===== config.mk =====
export PLATFORM = sky130hd
export DESIGN_NAME = panel_pwm_sequencer
export DESIGN_NICKNAME = d
export VERILOG_FILES = /design/src/rtl/panel_pwm_sequencer.sv
export SDC_FILE = /design/constraint.sdc
export NUM_CORES = 1
export LEC_CHECK = 0
export ABC_AREA = 1
export BUFFER_PORTS_ARGS = -buffer_cell sky130_fd_sc_hd__buf_2
export CORE_UTILIZATION = 30
export CTS_BUF_LIST = sky130_fd_sc_hd__clkbuf_16
export DETAILED_ROUTE_END_ITERATION = 7
export PLACE_DENSITY = 0.44
export SKIP_LAST_GASP = 1
export SLEW_MARGIN = 15
export SYNTH_ARGS = -nofsm -noshare
export SYNTH_HDL_FRONTEND = slang
export SYNTH_SLANG_ARGS = --single-unit

===== constraint.sdc =====
create_clock -name clk -period 1.65 [get_ports clk]
set_input_delay 0.2475 -clock clk [delete_from_list [all_inputs] [get_ports clk]]
set_output_delay 0.2475 -clock clk [all_outputs]
set_load 0.02 [all_outputs]

===== src/rtl/panel_pwm_sequencer.sv =====
// panel_pwm_sequencer
// Timing generator for one cube panel's LED data path. Every PWM slot is a
// LED sub-slot (load, SHIFT_LEN serial clocks, latch). Slot 0 of each frame is
// preceded by a brightness sub-slot. Outputs drive the component drivers'
// strobes and the panel's serial clock, latch, mode-select and blank pins.
//
// Ports:
//   clk             - system clock, rising edge
//   reset_n         - asynchronous active-low reset
//   enable          - level-sensitive run request
//   pwm_time        - current PWM slot (0..255)
//   load_led_vals   - one-cycle strobe, parallel-load LED comparator results
//   load_brightness - one-cycle strobe, parallel-load brightness word
//   shift           - one-cycle strobe, advance shift registers one bit
//   serial_clk      - panel serial clock (data sampled on its rising edge)
//   latch           - panel latch pulse, LATCH_WIDTH cycles
//   mode_sel        - 1 during a brightness sub-slot, 0 otherwise
//   blank           - panel output blank, active high
//   frame_start     - one-cycle pulse in the cycle pwm_time wraps 255 -> 0

module panel_pwm_sequencer #(
    parameter int unsigned SHIFT_LEN   = 16,
    parameter int unsigned LATCH_WIDTH = 2
) (
    input  logic       clk,
    input  logic       reset_n,
    input  logic       enable,
    output logic [7:0] pwm_time,
    output logic       load_led_vals,
    output logic       load_brightness,
    output logic       shift,
    output logic       serial_clk,
    output logic       latch,
    output logic       mode_sel,
    output logic       blank,
    output logic       frame_start
);

    localparam int unsigned BitW   = $clog2(SHIFT_LEN + 1);
    localparam int unsigned LatchW = $clog2(LATCH_WIDTH + 1);

    localparam logic [BitW-1:0]   LastBit   = BitW'(SHIFT_LEN - 1);
    localparam logic [LatchW-1:0] LastLatch = LatchW'(LATCH_WIDTH - 1);

    typedef enum logic [2:0] {
        StIdle,
        StLoad,
        StClkHi,
        StClkLo,
        StLatch
    } state_e;

    state_e              state_q;
    logic                phase_bri_q;
    logic [BitW-1:0]     bit_cnt_q;
    logic [LatchW-1:0]   latch_cnt_q;
    logic [7:0]          pwm_time_q;
    logic                load_led_vals_q;
    logic                load_brightness_q;
    logic                shift_q;
    logic                serial_clk_q;
    logic                latch_q;
    logic                mode_sel_q;
    logic                blank_q;
    logic                frame_start_q;

    // Outputs are registered against the state being entered, so each strobe
    // is high in exactly the cycle its state is occupied.
    always_ff @(posedge clk or negedge reset_n) begin
        if (!reset_n) begin
            state_q           <= StIdle;
            phase_bri_q       <= 1'b0;
            bit_cnt_q         <= '0;
            latch_cnt_q       <= '0;
            pwm_time_q        <= 8'd0;
            load_led_vals_q   <= 1'b0;
            load_brightness_q <= 1'b0;
            shift_q           <= 1'b0;
            serial_clk_q      <= 1'b0;
            latch_q           <= 1'b0;
            mode_sel_q        <= 1'b0;
            blank_q           <= 1'b1;
            frame_start_q     <= 1'b0;
        end else begin
            load_led_vals_q   <= 1'b0;
            load_brightness_q <= 1'b0;
            shift_q           <= 1'b0;
            serial_clk_q      <= 1'b0;
            latch_q           <= 1'b0;
            frame_start_q     <= 1'b0;

            case (state_q)
                StIdle: begin
                    phase_bri_q <= (pwm_time_q == 8'd0);
                    if (enable) begin
                        state_q           <= StLoad;
                        bit_cnt_q         <= '0;
                        load_brightness_q <= (pwm_time_q == 8'd0);
                        load_led_vals_q   <= (pwm_time_q != 8'd0);
                        mode_sel_q        <= (pwm_time_q == 8'd0);
                    end
                end

                StLoad: begin
                    state_q      <= StClkHi;
                    serial_clk_q <= 1'b1;
                end

                StClkHi: begin
                    state_q <= StClkLo;
                    shift_q <= 1'b1;
                end

                StClkLo: begin
                    if (bit_cnt_q == LastBit) begin
                        state_q     <= StLatch;
                        latch_cnt_q <= '0;
                        latch_q     <= 1'b1;
                    end else begin
                        bit_cnt_q    <= bit_cnt_q + BitW'(1);
                        state_q      <= StClkHi;
                        serial_clk_q <= 1'b1;
                    end
                end

                StLatch: begin
                    if (latch_cnt_q != LastLatch) begin
                        latch_cnt_q <= latch_cnt_q + LatchW'(1);
                        latch_q     <= 1'b1;
                    end else if (phase_bri_q) begin
                        // Brightness word latched; the LED sub-slot of the same
                        // slot always follows, regardless of enable.
                        phase_bri_q     <= 1'b0;
                        state_q         <= StLoad;
                        bit_cnt_q       <= '0;
                        load_led_vals_q <= 1'b1;
                        mode_sel_q      <= 1'b0;
                    end else begin
                        pwm_time_q    <= pwm_time_q + 8'd1;
                        frame_start_q <= (pwm_time_q == 8'd255);
                        if (enable) begin
                            state_q           <= StLoad;
                            bit_cnt_q         <= '0;
                            blank_q           <= 1'b0;
                            phase_bri_q       <= (pwm_time_q == 8'd255);
                            load_brightness_q <= (pwm_time_q == 8'd255);
                            load_led_vals_q   <= (pwm_time_q != 8'd255);
                            mode_sel_q        <= (pwm_time_q == 8'd255);
                        end else begin
                            state_q    <= StIdle;
                            blank_q    <= 1'b1;
                            mode_sel_q <= 1'b0;
                        end
                    end
                end

                default: begin
                    state_q    <= StIdle;
                    blank_q    <= 1'b1;
                    mode_sel_q <= 1'b0;
                end
            endcase
        end
    end

    assign pwm_time        = pwm_time_q;
    assign load_led_vals   = load_led_vals_q;
    assign load_brightness = load_brightness_q;
    assign shift           = shift_q;
    assign serial_clk      = serial_clk_q;
    assign latch           = latch_q;
    assign mode_sel        = mode_sel_q;
    assign blank           = blank_q;
    assign frame_start     = frame_start_q;

endmodule


## After elaboration in Yosys (flattened, before gate mapping)

Cells that the tools add are included.

- Bits in registers: 27
- Output and inout bits: 16

- Add/sub/neg operators: 3
- Eq/ne operators: 14
- Mux-type cells: 41
- Bitwise logic cells: 4
- Reduce and logical (&&, ||, !) cells: 15

Operator list:

| operator | number |
|---|---|
| $mux W1 | 22 |
| $mux W5 | 4 |
| $pmux W3 S5 | 1 |
| $pmux W5 S3 | 1 |
| $reduce_and A3 Y1 | 5 |
| $ne A2 B2 Y1 const B | 6 |
| $pmux W1 S2 | 6 |
| $mux W3 | 3 |
| $add A8 B1 Y8 const B | 1 |
| $eq A8 B8 Y1 const B | 1 |
| $logic_not A8 Y1 | 1 |
| $ne A8 B8 Y1 const B | 1 |
| $reduce_bool A8 Y1 | 1 |
| $eq A3 B2 Y1 const B | 2 |
| $add A5 B1 Y5 const B | 1 |
| $eq A5 B4 Y1 const B | 1 |
| $mux W2 | 2 |
| $not A1 Y1 | 4 |
| $pmux W2 S2 | 1 |
| $reduce_and A2 Y1 | 2 |
| $reduce_bool A2 Y1 | 2 |
| $reduce_or A4 Y1 | 1 |
| $eq A3 B1 Y1 const B | 1 |
| $eq A3 B3 Y1 const B | 1 |
| other kinds (6) | 6 |

## Longest topological paths before layout

Gate-level depths: netlist of run 1.

- Depth after elaboration: 5
- Depth in mapped cells: 11
- Depth with buffers taken out: 11

## Worst setup path after synthesis of run 1

No wires, ideal clock.

- Path type: reg2reg
- From: reg bit_cnt_q[0]
- To: reg bit_cnt_q[4]
- Arrival time: 1401 ps
- Required time: 1585 ps
- Path slack: 184 ps
- Stages on the path, launching flop included: 9
- Clock period less this slack: 1466 ps
- Path through: dfrtp_1 ha_1 nand2_1 nor2_1 ha_1 or2_2 nand3_1 nand2_1 nand2_1

- Word-level cells in the longest chain between the ends: 3

RTL lines:

| element | RTL line | RTL |
|---|---|---|
| start: declaration | 55 | `logic [BitW-1:0] bit_cnt_q;` |
| start signal: assignment | 120 | `bit_cnt_q <= bit_cnt_q + BitW'(1);` |
| $add A5 B1 Y5 / $eq A5 B4 Y1 (equally long branches) | 120, 115 |  |
| $mux W5 / $ne A2 B2 Y1 (equally long branches) | - |  |
| $pmux W5 S3 / $reduce_and A3 Y1 (equally long branches) | - |  |

Parallel ways exist; a longest one is shown, timed or not. The select of a mux whose other input is x is not followed.
A chain may end at the register's enable or synchronous reset.

## Worst setup path in the final report of run 1

- From: reg bit_cnt_q[1]
- To: reg bit_cnt_q[4]

The elaborated chain is that of the path after synthesis.

==> results of run 1 <==
==> registers in the layout, summed over array words and instances (netlist names), 2 cells and up <==
signal       flops
bit_cnt_q        5
latch_cnt_q      2
state_q          3
pwm_time         8
==> kinds of logic after synthesis <==
| logic type | Yosys count | synth area share [%] |
|---|---|---|
| and+or+nand+nor | 119 | 35.3 |
| AOI/OAI and AO/OA | 15 | 5.39 |
| DFF | 27 | 44.2 |
| buffers and inverters | 35 | 8.73 |
| adders and majority gates | 5 | 4.08 |
| muxes | 1 | 0.653 |
| xor gates and xnor gates | 3 | 1.71 |
==> final cells by class <==
class | instances | area [um2]
clock buffers | 3 | 75.1
clock inverters | 1 | 3.75
fillers | 547 | 3020
inverters | 35 | 134
multi-input cells | 143 | 722
flip-flops and latches | 27 | 677
well taps | 67 | 83.8
repair buffers | 20 | 105
==> stage by stage <==
stage          setup slack [ns]  hold slack (ns)
6_report                  0.127         -0.00441
5_1_grt                  0.0254           0.0483
4_1_cts                   0.114           0.0169
3_5_place_dp              0.121            0.302
3_3_place_gp              0.153            0.301
2_1_floorplan             0.184          -0.0481
==> placed cells by master (no fill, tap or decap), types with 2 or more instances in the layout <==
cell / netlist / layout
a21oi_1: 3 / 3
buf_2: 0 / 18
buf_4: 0 / 2
clkbuf_16: 0 / 3
dfrtp_1: 26 / 26
ha_1: 5 / 5
inv_1: 31 / 32
inv_2: 3 / 3
nand2_1: 52 / 52
nand2_2: 3 / 3
nand2_4: 2 / 2
nand3_1: 23 / 23
nand4_1: 4 / 4
nor2_1: 28 / 28
nor2_4: 2 / 2
o21ai_0: 9 / 9
or2_2: 2 / 2
xor2_1: 3 / 3
==> worst reg2reg max path, delay by kind of cell, from the launching register on <==
kind,cells,cell delay [ns]
AND/OR/NAND/NOR,6,0.59
adder cells (fa/ha/maj),2,0.46
flip-flops,1,0.42
==> metal layers <==
layer	up-vias	GRT usage, %	part of all wire [%]
met2	18	20.9	44
met4	0	5.13	0.85
met3	2	2.06	2.6
met5	-	0	0
met1	594	18.7	53
li1	689	-	-
==> report_power, final <==
group | switching, mW | internal, mW | total [mW] | leakage, nW
combinational | 0.454 | 0.230 | 0.685 | 0.590
clock | 0.224 | 0.324 | 0.548 | 0.0423
sequential | 0.105 | 0.774 | 0.879 | 0.354
total | 0.783 | 1.33 | 2.11 | 0.986
==> final timing paths <==
path / end / slack (ns) / cells after the start
max reg2reg: bit_cnt_q[4] / 0.13 / 8
min reg2reg: blank / 0.48 / 2
min: mode_sel / -0.004 / 1
max: bit_cnt_q[4] / 0.13 / 8
max in group asynchronous: bit_cnt_q[2] / 1.26 / 1
min in group clk: load_brightness / 0.32 / 3
==> reports/results.txt, run 1 <==
slowest stage cell on the critical path -> dfrtp_1
worst vdd ir -> 0.000522 V
dpl hpwl -> 2.47 mm
vias in the first global route -> 1166
CP endpoint kind -> register
CP delay by family, top -> simple AND/OR/NAND/NOR gates
wire per inst -> 11.1 um
worst setup path start -> bit_cnt_q[1]
Finished Layout Cells -> 296
Setup Buffers After CTS -> 0
leak pwr -> 0.986 nW
initial cell density of the core -> 31.8%
Syn Area/Cell -> 7.48 um2
design area -> 0.00180 mm2
fin nets -> 238
largest net degree at the start of global routing -> 28
Root Buffer -> clkbuf_16
Pins Over Slew Limit -> 0
sequential fraction of the synthesis area -> 44.2%
antenna viol nets, final -> 0
top-level port count -> 19
Longest Clk Path Bufs -> 2
Final setup viols -> 0
CP max stage delay -> 0.42 ns
kind of critical path -> reg -> reg
row cnt -> 25
Synth async-reset ratio -> 100%
grt ovf -> 0
EDFF count, synth -> 0
antenna diode count -> 0
GRT Total Usage -> 13.5%
DRC viols -> 0
warnings from Yosys -> 0
Iter 0 DRT Violations -> 70
WP data arrival -> 1.72 ns
DR pass1 iterations -> 4
htree depth -> 1
commonest cells in the synthesized netlist -> 52 x nand2_1, 31 x inv_1, 28 x nor2_1
minimum clock period -> 1.52 ns
initial antenna violation count -> 0
most frequent cell after synthesis -> nand2_1
Tot Pwr -> 2.11 mW
Post-Syn Nets -> 213
routed wire length -> 3.28 mm
global-route wire length before repair -> 5.50 mm
Startpoint Class -> register
CTS tree -> built
die span in x -> 73.5 um
post-CTS sizing -> 0
Core Region -> 0.00482 mm2
post-synth top area cell -> dfrtp_1
layout cells sized above 1 -> 17.5%
TritonCTS buffer count -> 3
Die Y -> 73.5 um
Syn Inst Count -> 205
placed cells -> 292
worst path cell trace -> ha_1 -> nand2_1 -> nor2_1 -> ha_1 -> or2_2 -> nand3_1 -> nand2_1 -> nand2_1
via count -> 1303
critical path required time -> 1.85 ns
period utilization -> 92.3%
I/O Buffers -> 18
die area -> 0.00540 mm2
worst hold slack -> -0.00441 ns
launching point of the worst reg2reg path -> bit_cnt_q[1]
Final Hold Viols -> 10
WP buf/inv -> 0
clk_lat worst skew -> 0.26 ns
clk_skew -> 0.00154 ns
status -> complete, but fails checks
Worst-path clk slew -> 0.07 ns
top fanout value on the critical path -> 5
dominant cells by area after synthesis -> dfrtp_1 42%, nand2_1 13%, inv_1 7.6%, nand3_1 7.5%, nor2_1 6.9%
pwr dens -> 1170 mW/mm2
violated checks -> hold timing
Top FF cell, synth -> dfrtp_1
worst-margin pin slew -> 0.612 ns
CP dominant cell by count -> nand2_1
Syn Std Cell Area -> 0.00153 mm2
CTS Hold Bufs -> 0
Final Util -> 37.4%
synth unique cells -> 24
dpl cell area -> 0.00172 mm2
routed vias/inst -> 4.40
maximum operating frequency -> 0.657 GHz
HP Class -> in -> async
Max Cap Viol -> 0
clock sinks -> 27
GP Congestion -> 0.794
Synth-to-Final Area Change -> 17.5%
RSZ-0062 raised after global routing -> no
Synth top area share -> 42.4%
worst rel slew slack -> 59.2%
Fin Setup TNS -> 0 ns
#FFs+latches synth -> 27
No activity file was read; power rests on OpenSTA's default activity.
==> run 2: changes to the inputs <==
CORE_UTILIZATION = 57   (was 30)
PLACE_DENSITY = 0.76   (was 0.44)
==> run 2 against run 1 <==
The flow still finishes with violations (hold timing). Total power grew 1.3%. Worst setup slack lost 0.035 ns. Combinational power grew 5.7%. Clock power shrank 3%. Sequential share of layout area grew 0.18 points. Routed wire length shrank 7.9%. Global-route usage grew 9.8 points. Largest cell class unchanged. Highest routed layer unchanged.
==> reports/results.txt, run 2 (synthesis results as in run 1) <==
Fin Setup TNS -> 0 ns (unchanged)
Final Hold Viols -> 24 (+14)
I/O Buffers -> 18 (unchanged)
Max Cap Viol -> 0 (unchanged)
maximum operating frequency -> 0.642 GHz (-2.2%)
most common cell after layout, fill and taps aside -> nand2_1
Logic pwr share -> 33.9% (+1.5 points)
routed vias/inst -> 5.05 (+15%)
antenna viol nets, final -> 0 (unchanged)
grt ovf -> 0 (unchanged)
status -> complete, but fails checks
top fanout value on the critical path -> 4 (-1)
dpl hpwl -> 2.17 mm (-12%)
CP endpoint kind -> register
kind of critical path -> reg -> reg
worst hold slack -> -0.0117 ns (-0.00729 ns)
WP data arrival -> 1.75 ns (+0.03 ns)
fin nets -> 239 (+0.42%)
HP Class -> in -> async
GP Congestion -> 0.883 (+11%)
wire per inst -> 11.6 um (+4.8%)
antenna diode count -> 0 (unchanged)
clock power share -> 24.9% (-1.0 points)
internal power -> 1.35 mW (+1.8%)
Reg power frac -> 41.3% (-0.3 points)
worst-margin pin slew -> 0.595 ns (-0.0179 ns)
global-route wire length before repair -> 4.95 mm (-9.9%)
sw frac -> 36.8% (-0.29 points)
worst path cell trace -> ha_2 -> nand2_4 -> nor2_4 -> ha_4 -> or2_2 -> nand3_1 -> nand2_1 -> nand2_1
routed wire length -> 3.02 mm (-7.9%)
Worst-path clk slew -> 0.07 ns (about the same)
CTS tree -> built
die area -> 0.00290 mm2 (-46%)
Largest register FFs -> 8 (unchanged)
layout cells sized above 1 -> 19.6% (+2.1 points)
pwr dens -> 1190 mW/mm2 (+1.8%)
DR pass1 iterations -> 4 (unchanged)
Finished Layout Cells -> 260 (-12%)
via count -> 1312 (+0.69%)
vias in the first global route -> 1226 (+5.1%)
Iter 0 DRT Violations -> 21 (-70%)
row cnt -> 18 (-28%)
RSZ-0062 raised after global routing -> no
die span in x -> 53.9 um (-27%)
Fill cells -> 200 (-63%)
violated checks -> hold timing
leak pwr -> 1.01 nW (+1.9%)
CP max stage delay -> 0.40 ns (-0.02 ns)
htree depth -> 1 (unchanged)
Longest Clk Path Bufs -> 2 (unchanged)
Die Y -> 53.9 um (-27%)
Psw -> 787 uW (+0.53%)
CTS Hold Bufs -> 0 (unchanged)
worst rel slew slack -> 60.4% (+1.2 points)
initial antenna violation count -> 0 (unchanged)
Root Buffer -> clkbuf_16
critical path required time -> 1.84 ns (about the same)
CP dominant cell by count -> nand2_1
Core Region -> 0.00250 mm2 (-48%)
DRC viols -> 0 (unchanged)
placed cells -> 253 (-13%)
Pins Over Slew Limit -> 0 (unchanged)
GRT Total Usage -> 23.3% (+9.8 points)
TritonCTS buffer count -> 3 (unchanged)
Final setup viols -> 0 (unchanged)
largest net degree at the start of global routing -> 28 (unchanged)
clock sinks -> 27 (unchanged)
top-level port count -> 19 (unchanged)
worst vdd ir -> 0.00115 V (+120%)
clk_lat worst skew -> 0.26 ns (about the same)
Synth-to-Final Area Change -> 16.9%
slowest stage cell on the critical path -> dfrtp_1
minimum clock period -> 1.56 ns (+0.0348 ns)
clk_skew -> 0.00655 ns (+0.00501 ns)
Startpoint Class -> register
period utilization -> 94.4% (+2.1 points)
commonest cells after routing, fill and taps aside -> 51 x nand2_1, 32 x inv_1, 27 x nor2_1
initial cell density of the core -> 61.3% (+29 points)
-- run 2: area by class of cell --
| cell class | instances | area [um2] | share of cell area (%) |
|---|---|---|---|
| clock buffers | 3 | 75.1 | 4.19 |
| clock inverters | 1 | 3.75 | 0.209 |
| inverters | 35 | 134 | 7.47 |
| multi-input cells | 143 | 752 | 42.0 |
| flip-flops and latches | 27 | 677 | 37.8 |
| well taps | 30 | 37.5 | 2.09 |
| repair buffers | 21 | 113 | 6.28 |
-- run 2: worst max-delay path, delay by kind of cell, from the launching register on --
kind	cells	cell delay, ns
fa+ha+maj	2	0.43
simple gates	6	0.66
flops	1	0.40
-- run 2: final timing paths --
kind                               from               to  slack [ns]  depth (start not counted)
setup / recovery           bit_cnt_q[1]     bit_cnt_q[4]        0.09                          8
hold / removal                  reset_n      frame_start       -0.01                          1
setup reg to reg           bit_cnt_q[1]     bit_cnt_q[4]        0.09                          8
hold reg to reg                   blank            blank        0.50                          2
max in group asynchronous       reset_n     bit_cnt_q[4]        1.27                          1
min in group clk                 enable  load_brightness        0.33                          3
-- run 2: what timing repair did --
action	CTS	global route
resized for setup	0	7
setup endpoints to repair	0	6
hold endpoints to repair	0	0
buffers inserted	0	3
-- run 2: routing by layer --
layer	up-vias	global-route usage (%)	part of all wire (%)
li1	690	-	-
met1	594	31.0	47
met2	24	39.1	49
met3	4	1.69	3.0
met4	0	8.77	1.1
met5	-	0	0
-- run 2: through the flow --
step	hold WS, ns	cell area, um2	worst slack [ns]	util, %	total power, mW
after floorplan	-0.0481	1530	0.184	-	1.38
after global placement	0.277	1660	0.152	66.4	1.53
after detailed placement	0.285	1660	0.0927	66.4	1.55
after CTS	0.00578	1740	0.0763	69.6	2.08
after global routing	0.0523	1790	0.00563	71.7	2.29
final	-0.0117	1790	0.0927	71.7	2.14
-- run 2: power groups by stage --
| stage | combinational (mW) | sequential (mW) | clock (mW) |
|---|---|---|---|
| floorplan | 0.455 | 0.929 | 0 |
| global placement | 0.639 | 0.888 | 0 |
| detailed placement | 0.654 | 0.892 | 0 |
| CTS | 0.657 | 0.880 | 0.541 |
| global route | 0.811 | 0.907 | 0.572 |
| finish | 0.724 | 0.884 | 0.532 |
